`config.mk`:
```
export PLATFORM = sky130hd
export DESIGN_NAME = scarf_spi_slave
export DESIGN_NICKNAME = d
export VERILOG_FILES = /design/src/rtl/scarf_pkg.sv /design/src/rtl/scarf_sync.sv /design/src/rtl/scarf_spi_slave.sv
export SDC_FILE = /design/constraint.sdc
export NUM_CORES = 1
export LEC_CHECK = 0
export CAP_MARGIN = 20
export CORE_MARGIN = 1
export CORE_UTILIZATION = 47
export CTS_BUF_LIST = sky130_fd_sc_hd__clkbuf_8 sky130_fd_sc_hd__clkbuf_16
export DETAILED_ROUTE_END_ITERATION = 6
export GPL_ROUTABILITY_DRIVEN = 1
export HOLD_SLACK_MARGIN = 0.06
export PLACE_DENSITY = 0.74
export REMOVE_ABC_BUFFERS = 1
export SLEW_MARGIN = 15
export SYNTH_ARGS = -nofsm -noshare
export SYNTH_HDL_FRONTEND = slang
export SYNTH_HIERARCHICAL = 1
export SYNTH_SLANG_ARGS = --single-unit
```
`constraint.sdc`:
```
create_clock -name clk -period 1.5 [get_ports clk]
set_input_delay 0.225 -clock clk [delete_from_list [all_inputs] [get_ports clk]]
set_output_delay 0.225 -clock clk [all_outputs]
set_load 0.005 [all_outputs]
```
`src/rtl/scarf_pkg.sv`:
```
// Shared types and constants for the SCARF SPI front end.
//   scarf_spi_state_t : transaction state (IDLE, HEADER, DATA)
//   RNW_BIT           : position of the read-not-write flag in the header byte
//   SLAVE_ID_W        : width of the slave id carried in the header byte
package scarf_pkg;
  typedef enum logic [1:0] {IDLE, HEADER, DATA} scarf_spi_state_t;
  localparam int RNW_BIT    = 7;
  localparam int SLAVE_ID_W = 7;
endpackage

```
`src/rtl/scarf_sync.sv`:
```
// Single-bit multi-flop synchronizer with a configurable reset value.
// Ports:
//   clk      in  system clock
//   rst_sync in  synchronous active-high reset, loads RST_VAL into every stage
//   d        in  asynchronous input
//   q        out synchronized output, STAGES clocks of latency
module scarf_sync #(
  parameter int   STAGES  = 2,
  parameter logic RST_VAL = 1'b0
) (
  input  logic clk,
  input  logic rst_sync,
  input  logic d,
  output logic q
);
  logic [STAGES-1:0] sync_sr;

  always_ff @(posedge clk) begin
    if (rst_sync) begin
      sync_sr <= {STAGES{RST_VAL}};
    end else begin
      sync_sr <= {sync_sr[STAGES-2:0], d};
    end
  end

  assign q = sync_sr[STAGES-1];
endmodule

```
`src/rtl/scarf_spi_slave.sv`:
```
// SPI (mode 0) slave front end of the SCARF register/BRAM bus.
// Oversamples sclk/mosi/cs_n in the clk domain, decodes the header byte
// {rnw, slave_id} and presents every following byte to the downstream slaves.
// The OR-combined read data of the slaves is shifted back out on miso.
// Ports:
//   clk              in  system clock, at least 8x the sclk frequency
//   rst_sync         in  synchronous active-high reset
//   sclk, mosi, cs_n in  SPI pins, asynchronous to clk
//   miso             out SPI data out, MSB first
//   read_data_in     in  OR of all slaves' read data
//   data_in          out last completed data byte (header excluded)
//   data_in_valid    out one-clk pulse per completed data byte
//   data_in_finished out one-clk pulse at the end of a transaction
//   slave_id, rnw    out decoded header, zero while idle
module scarf_spi_slave
  import scarf_pkg::*;
#(
  parameter int SYNC_STAGES = 2
) (
  input  logic       clk,
  input  logic       rst_sync,
  input  logic       sclk,
  input  logic       mosi,
  input  logic       cs_n,
  output logic       miso,
  input  logic [7:0] read_data_in,
  output logic [7:0] data_in,
  output logic       data_in_valid,
  output logic       data_in_finished,
  output logic [6:0] slave_id,
  output logic       rnw
);
  logic sclk_p0, mosi_p0, cs_n_p0, flushed_p0;
  logic sclk_p1, cs_n_p1;
  logic sclk_rise, sclk_fall, cs_rise;

  scarf_spi_state_t state_q, state_d;
  logic [2:0] bit_cnt;
  logic [6:0] rx_sr;
  logic [6:0] tx_sr;
  logic       armed;
  logic       load_pend;
  logic       fin_pend;
  logic [7:0] rx_byte;
  logic       byte_done;

  // Stage p0: pin synchronizers
  scarf_sync #(.STAGES(SYNC_STAGES), .RST_VAL(1'b0)) u_sync_sclk (
    .clk(clk), .rst_sync(rst_sync), .d(sclk), .q(sclk_p0)
  );
  scarf_sync #(.STAGES(SYNC_STAGES), .RST_VAL(1'b0)) u_sync_mosi (
    .clk(clk), .rst_sync(rst_sync), .d(mosi), .q(mosi_p0)
  );
  scarf_sync #(.STAGES(SYNC_STAGES), .RST_VAL(1'b1)) u_sync_cs_n (
    .clk(clk), .rst_sync(rst_sync), .d(cs_n), .q(cs_n_p0)
  );
  // The cs_n chain still holds its reset value (high) for SYNC_STAGES clocks
  // after reset. This twin chain goes high exactly when the real pin value
  // reaches cs_n_p0, so a reset taken with cs_n low cannot arm the slave.
  scarf_sync #(.STAGES(SYNC_STAGES), .RST_VAL(1'b0)) u_sync_flush (
    .clk(clk), .rst_sync(rst_sync), .d(1'b1), .q(flushed_p0)
  );

  // Stage p1: edge detection against a one-clk delayed copy
  assign sclk_rise = sclk_p0 & ~sclk_p1;
  assign sclk_fall = ~sclk_p0 & sclk_p1;
  assign cs_rise   = cs_n_p0 & ~cs_n_p1;

  assign rx_byte   = {rx_sr, mosi_p0};
  assign byte_done = sclk_rise && (bit_cnt == 3'd7) && (state_q != IDLE);

  always_comb begin
    state_d = state_q;
    case (state_q)
      IDLE:    if (armed && !cs_n_p0) state_d = HEADER;
      HEADER:  if (byte_done) state_d = DATA;
      DATA:    state_d = DATA;
      default: state_d = IDLE;
    endcase
    if (cs_rise) state_d = IDLE;
  end

  // Stage p2: FSM, shift registers and registered outputs
  always_ff @(posedge clk) begin
    if (rst_sync) begin
      sclk_p1          <= 1'b0;
      cs_n_p1          <= 1'b1;
      state_q          <= IDLE;
      bit_cnt          <= 3'd0;
      rx_sr            <= '0;
      tx_sr            <= '0;
      armed            <= 1'b0;
      load_pend        <= 1'b0;
      fin_pend         <= 1'b0;
      miso             <= 1'b0;
      data_in          <= '0;
      data_in_valid    <= 1'b0;
      data_in_finished <= 1'b0;
      slave_id         <= '0;
      rnw              <= 1'b0;
    end else begin
      sclk_p1          <= sclk_p0;
      cs_n_p1          <= cs_n_p0;
      state_q          <= state_d;
      data_in_valid    <= 1'b0;
      data_in_finished <= fin_pend;
      fin_pend         <= 1'b0;

      if (cs_n_p0 && flushed_p0) armed <= 1'b1;

      if (state_q == IDLE) begin
        bit_cnt <= 3'd0;
      end else if (sclk_rise) begin
        rx_sr   <= rx_byte[6:0];
        bit_cnt <= bit_cnt + 3'd1;
      end

      if (byte_done) begin
        load_pend <= 1'b1;
        if (state_q == HEADER) begin
          slave_id <= rx_byte[SLAVE_ID_W-1:0];
          rnw      <= rx_byte[RNW_BIT];
        end else begin
          data_in       <= rx_byte;
          data_in_valid <= 1'b1;
        end
      end

      // The first falling edge after a byte boundary loads the next return
      // byte; the remaining falls of that byte shift it out.
      if (state_q == DATA) begin
        if (sclk_fall) begin
          if (load_pend) begin
            miso      <= read_data_in[7];
            tx_sr     <= read_data_in[6:0];
            load_pend <= 1'b0;
          end else begin
            miso  <= tx_sr[6];
            tx_sr <= {tx_sr[5:0], 1'b0};
          end
        end
      end else begin
        miso <= 1'b0;
      end

      if (cs_rise) begin
        bit_cnt   <= 3'd0;
        slave_id  <= '0;
        rnw       <= 1'b0;
        load_pend <= 1'b0;
        miso      <= 1'b0;
        // A byte finishing in the same clk as cs_n rising keeps its valid;
        // the finished pulse is pushed one clk later so it never leads it.
        if (byte_done && state_q == DATA) begin
          fin_pend <= 1'b1;
        end else begin
          data_in_finished <= 1'b1;
        end
      end
    end
  end
endmodule

```
* After elaboration in Yosys (flattened, before gate mapping)
Index checks and enable logic that the tools add are counted.
** Word-level totals
- Register bits :: 51
- Latch bits :: 0
- Bits in writable memories :: 0
- ROM bits :: 0
- Bits of input ports :: 13
- Output and inout port bits :: 19
- Word-level logic and storage cells :: 69
- Memories kept :: 0
** Operators by class
- Add/subtract/negate cells :: 1
- $mul :: 0
- Divide/modulo/power cells :: 0
- Order comparisons :: 0
- Equal/unequal tests :: 5
- Shift-type cells :: 0
- Muxes and demuxes :: 14
- Bitwise operators :: 11
- Reduce and logical (&&, ||, !) cells :: 18
** Operator list (count)
- 1-bit two-way mux :: 10
- 2-bit AND reduction :: 5
- 1-bit NOT :: 8
- 7-bit two-way mux :: 1
- 2-bit case mux with 3 select lines :: 1
- 2-bit OR reduction :: 3
- 3-bit OR reduction :: 2
- 1-bit logical AND :: 5
- 2-bit two-way mux :: 2
- 2-bit != test (second input constant) :: 2
- 3-bit by 1-bit adder with 3-bit output (second input constant) :: 1
- 1-bit AND :: 3
- 3-bit equality test (second input constant) :: 1
- 2-bit by 1-bit equality test with 1-bit output (second input constant) :: 1
- 2-bit equality test (second input constant) :: 1
- 2-bit zero test :: 1
- 2-bit nonzero test :: 1
- 1-bit zero test :: 1

* Logic depth before layout (Yosys ltp)
- Depth in word-level cells :: 8
- Mapped depth :: 7
- Mapped depth without buffers :: 5

* By module
The synthesis kept the hierarchy.
** Modules (own cells, without submodules)
- scarf_spi_slave :: times used 1, cells each 195, area an instance 1808.0 um^2, sequential area each 860.8 um^2
- scarf_sync :: times used 4, cells each 4, area an instance 52.6 um^2, sequential area each 40.0 um^2

* Worst setup path before layout
OpenSTA, ideal clock, no wires.
- Kind :: reg2reg
- From :: register state_q[0]
- To :: register state_q[0]
- Library setup time :: 0.072 ns
- Data arrival time :: 1.382 ns
- Setup slack :: 0.046 ns
- Stages on the path, launching flop included :: 7
- Clock period less this slack :: 1.454 ns
- Cells stage by stage :: dfxtp_1 -> inv_1 -> ha_1 -> nand4bb_1 -> buf_4 -> a22oi_4 -> mux2i_1
** Between the ends
- Word-level cells in the longest chain between the ends :: 4
- Elaborated cells between the ends (all ways) :: 9
** Ends and longest elaborated chain
- from (decl) :: RTL line scarf_spi_slave.sv:37 : scarf_spi_state_t state_q, state_d;
- from (signal assigned) :: RTL line scarf_spi_slave.sv:104 : state_q <= state_d;
- 2-bit nonzero test :: RTL line scarf_spi_slave.sv:70 : assign byte_done = sclk_rise && (bit_cnt == 3'd7) && (state_q != IDLE);
- 1-bit logical AND :: RTL line scarf_spi_slave.sv:70
- 2-bit != test (no source line)
- 2-bit AND reduction (no source line)
Parallel ways exist; a longest one is shown, timed or not.
A chain may end at the register's enable or synchronous reset.

* Worst setup path in the final report
- From :: register bit_cnt[0]
- To :: register load_pend
** Between the ends
- Word-level cells in the longest chain between the ends :: 7
** Ends and longest elaborated chain
- from (decl) :: RTL line scarf_spi_slave.sv:38 : logic [2:0] bit_cnt;
- from (signal assigned) :: RTL line scarf_spi_slave.sv:115 : bit_cnt <= bit_cnt + 3'd1;
- 3-bit equality test * :: RTL line scarf_spi_slave.sv:70
- 1-bit logical AND * (2 in a row) :: RTL line scarf_spi_slave.sv:70
- 1-bit two-way mux * :: RTL line scarf_spi_slave.sv:118 : if (byte_done) begin
- 1-bit two-way mux :: RTL line scarf_spi_slave.sv:133 : if (load_pend) begin
- 1-bit two-way mux :: RTL line scarf_spi_slave.sv:132 : if (sclk_fall) begin
- 1-bit two-way mux * :: RTL line scarf_spi_slave.sv:131 : if (state_q == DATA) begin
- to (signal assigned) :: RTL line scarf_spi_slave.sv:119 : load_pend <= 1'b1;
- to (signal assigned) :: RTL line scarf_spi_slave.sv:136 : load_pend <= 1'b0;
- to (signal assigned) :: RTL line scarf_spi_slave.sv:150 : load_pend <= 1'b0;
- to (decl) :: RTL line scarf_spi_slave.sv:42 : logic load_pend;
Mark *: on every way between the ends. The rest lies on a longest branch, timed or not.

==> results.toml <==
[die]
core_mm2 = 0.00406
die_area_mm2 = 0.00456
ioPinCount = 32
die_w_um = 67.5
rows = 23
start_util_pct = 49.7
fp.dieH_um = 67.5

[clocking]
post_cts_buffers = 0
cts_buffers = 5
htree_levels = 2
clk_latency_ps = 310
clock_sinks = 51
clk_path_buf_depth = 2
cts_resized = 2
holdBufCountCts = 0
cts_tree = "yes"
cts-root-buf = "clkbuf_8"
clkTransAtPathRegs_ps = 90

[synth]
syn_area_mm2 = 0.00202
synth_top_cell_area_share_pct = 50.6
synth_area_leaders = "dfxtp_1, a21oi_1, mux2i_1, nand3_1, ha_1"
synth-edff-count = 0
yosys.area.top_type = "dfxtp_1"
yosysMostFrequentCell = "dfxtp_1"
ys_seq_area_share_pct = 50.6
async_flop_share_pct = 0
synth_common_cells = "dfxtp_1, a21oi_1, nand3_1"
synthCells = 211
synth-seq-cells = 51
syn_avg_cell_area_um2 = 9.56
ys_warn_count = 6
synth_cell_types = 32
synthFlopType = "dfxtp_1"

[layout]
fin_nets = 273
multi_input_area_um2 = 912
seqCellArea_mm2 = 0.00102
fillers = 333
fin_util_pct = 63.4
area_delta_synth_final_pct = 27.5
post_route_cells_drive_above_1_share_pct = 14.1
diodes = 0
finalInstanceArea_mm2 = 0.00257

[sta]
finalWorstSetupSlack_ps = 62.8
drv_slew = 0
setup_violations = 0
max_freq_mhz = 696
min_period_ps = 1440
finalCritPeriodShare_pct = 95.8
final_hold_viol_count = 0
skew_ps = 6.72

[global_routing]
gr-total-overflow = 0
grt_pass1_vias = 1376
grt_start_max_net_pins = 22
antenna_found_initial = 0
grt_pass1_wl_um = 6040
grt_use_total_pct = 18.1

[critical_path]
cp_max_fo = 17
critPathSlowestCell = "dfxtp_1"
slowest_delay_ps = 350
path_cells = "ha_1 -> ha_4 -> and4bb_2 -> buf_12 -> nor2_1 -> a211oi_1"
critPathKind = "flip-flop to flip-flop"
cp-start-kind = "flip-flop"
setup.worst_path.end_class = "flip-flop"
reg2reg_from = "bit_cnt[0]"
cp.arrival_ps = 1670
required_ps = 1730
path_buf_inv = 1
crit_family = "flip-flops"
r2r_setup_slack_ps = 60
cp-startpoint = "bit_cnt[0]"

[worst_hold_path]
hp-class = "flip-flop to flip-flop"
min_from = "u_sync_cs_n/sync_sr[0]"

[placement]
place.gp.congestion = 0.716
preCtsSetupSlack_ps = -35.8
post-dp-hpwl_um = 2550
dpl_cell_area_mm2 = 0.00246
io_buffer_count = 31

[power]
p_leak_nw = 0.883
ir_worst_vdd_uv = 550
p_per_area_mw_per_mm2 = 964

[route]
wire_per_inst_um = 11.8
dr.first_iter.drc_count = 97
postRouteAntennaNets = 0
drc = 0
drt-total-wl_um = 3610
first_pass_iters = 4
via_per_inst = 5.14
vias = 1567

[outcome]
status = "finished clean"

[flow_run]
cap_violations = 0
[power by group]
group	total (W)	switching, W	internal (W)
Combinational	0.000353	0.000185	0.000168
Sequential	0.00139	0.0000110	0.00137
Clock	0.000741	0.000427	0.000314
[per-stage QoR]
stage | total power, W | TNS [ps] | hold slack (ps) | instances
after global placement | 0.00176 | 0 | 392 | 297
after detailed placement | 0.00176 | -112 | 397 | 297
after floorplan | 0.00158 | -6260 | 294 | 195
final | 0.00248 | 0 | 413 | 305
after global routing | 0.00259 | -13.2 | 444 | 305
after CTS | 0.00250 | 0 | 421 | 305
[flip-flops by register name, indices dropped and copies added, names as in the netlist, 3 cells and up]
| signal | count |
|---|---|
| data_in | 8 |
| rx_sr | 7 |
| tx_sr | 7 |
| bit_cnt | 3 |
| slave_id | 7 |
[path summary, 6_finish.rpt]
check | endpoint | cells after the start
worst max register to register | load_pend | 6
worst max-delay path | load_pend | 6
worst min-delay path | u_sync_cs_n/sync_sr[1] | 1
worst min register to register | u_sync_cs_n/sync_sr[1] | 1
[metal layers]
| layer | routed length, µm | vias up | global-route usage [%] |
|---|---|---|---|
| li1 | - | 822 | - |
| met1 | 1800 | 712 | 21.5 |
| met2 | 1600 | 26 | 29.0 |
| met3 | 148 | 7 | 7.09 |
| met4 | 65 | 0 | 7.18 |
| met5 | 0 | - | 0 |
[layout make-up]
type	count	area share (%)
flip-flops and latches	51	39.7
multi-input cells	140	35.4
repair buffers	52	18.7
clock buffers	5	2.67
well taps	50	2.43
inverters	4	0.583
clock inverters	3	0.486
[layout by cell type, fill, tap and decap left out, types with 2 or more instances in the layout]
cell and instances:
or2_1 2, nor2_1 9, o21ai_0 12, inv_1 6, a211oi_1 7, buf_4 20
dfxtp_1 50, nand2_1 7, a21oi_1 26, nor2b_1 8, clkdlybuf4s50_1 31, nand2b_1 5
nand3_1 17, nor3_1 4, o21ai_1 11, clkbuf_8 5, nand3b_1 4, mux2i_1 11
ha_1 5
[logic make-up after synthesis]
| group | after synthesis | synth area share (%) |
|---|---|---|
| fa+ha+maj | 6 | 3.72 |
| mux | 11 | 5.46 |
| simple gates | 62 | 17.2 |
| xor+xnor | 1 | 0.434 |
| flops | 51 | 50.6 |
| compound gates | 59 | 16.7 |
| buf+inv | 20 | 5.70 |
| other cells | 1 | 0.186 |
[worst reg2reg max path: cells and delay by family (launching register included)]
kind	cells	cell delay, ps
DFF	1	350
adders and majority gates	2	350
and+or+nand+nor	2	320
AOI/OAI and AO/OA	1	190
buffers and inverters	1	150
No activity file was read; power rests on OpenSTA's default activity.
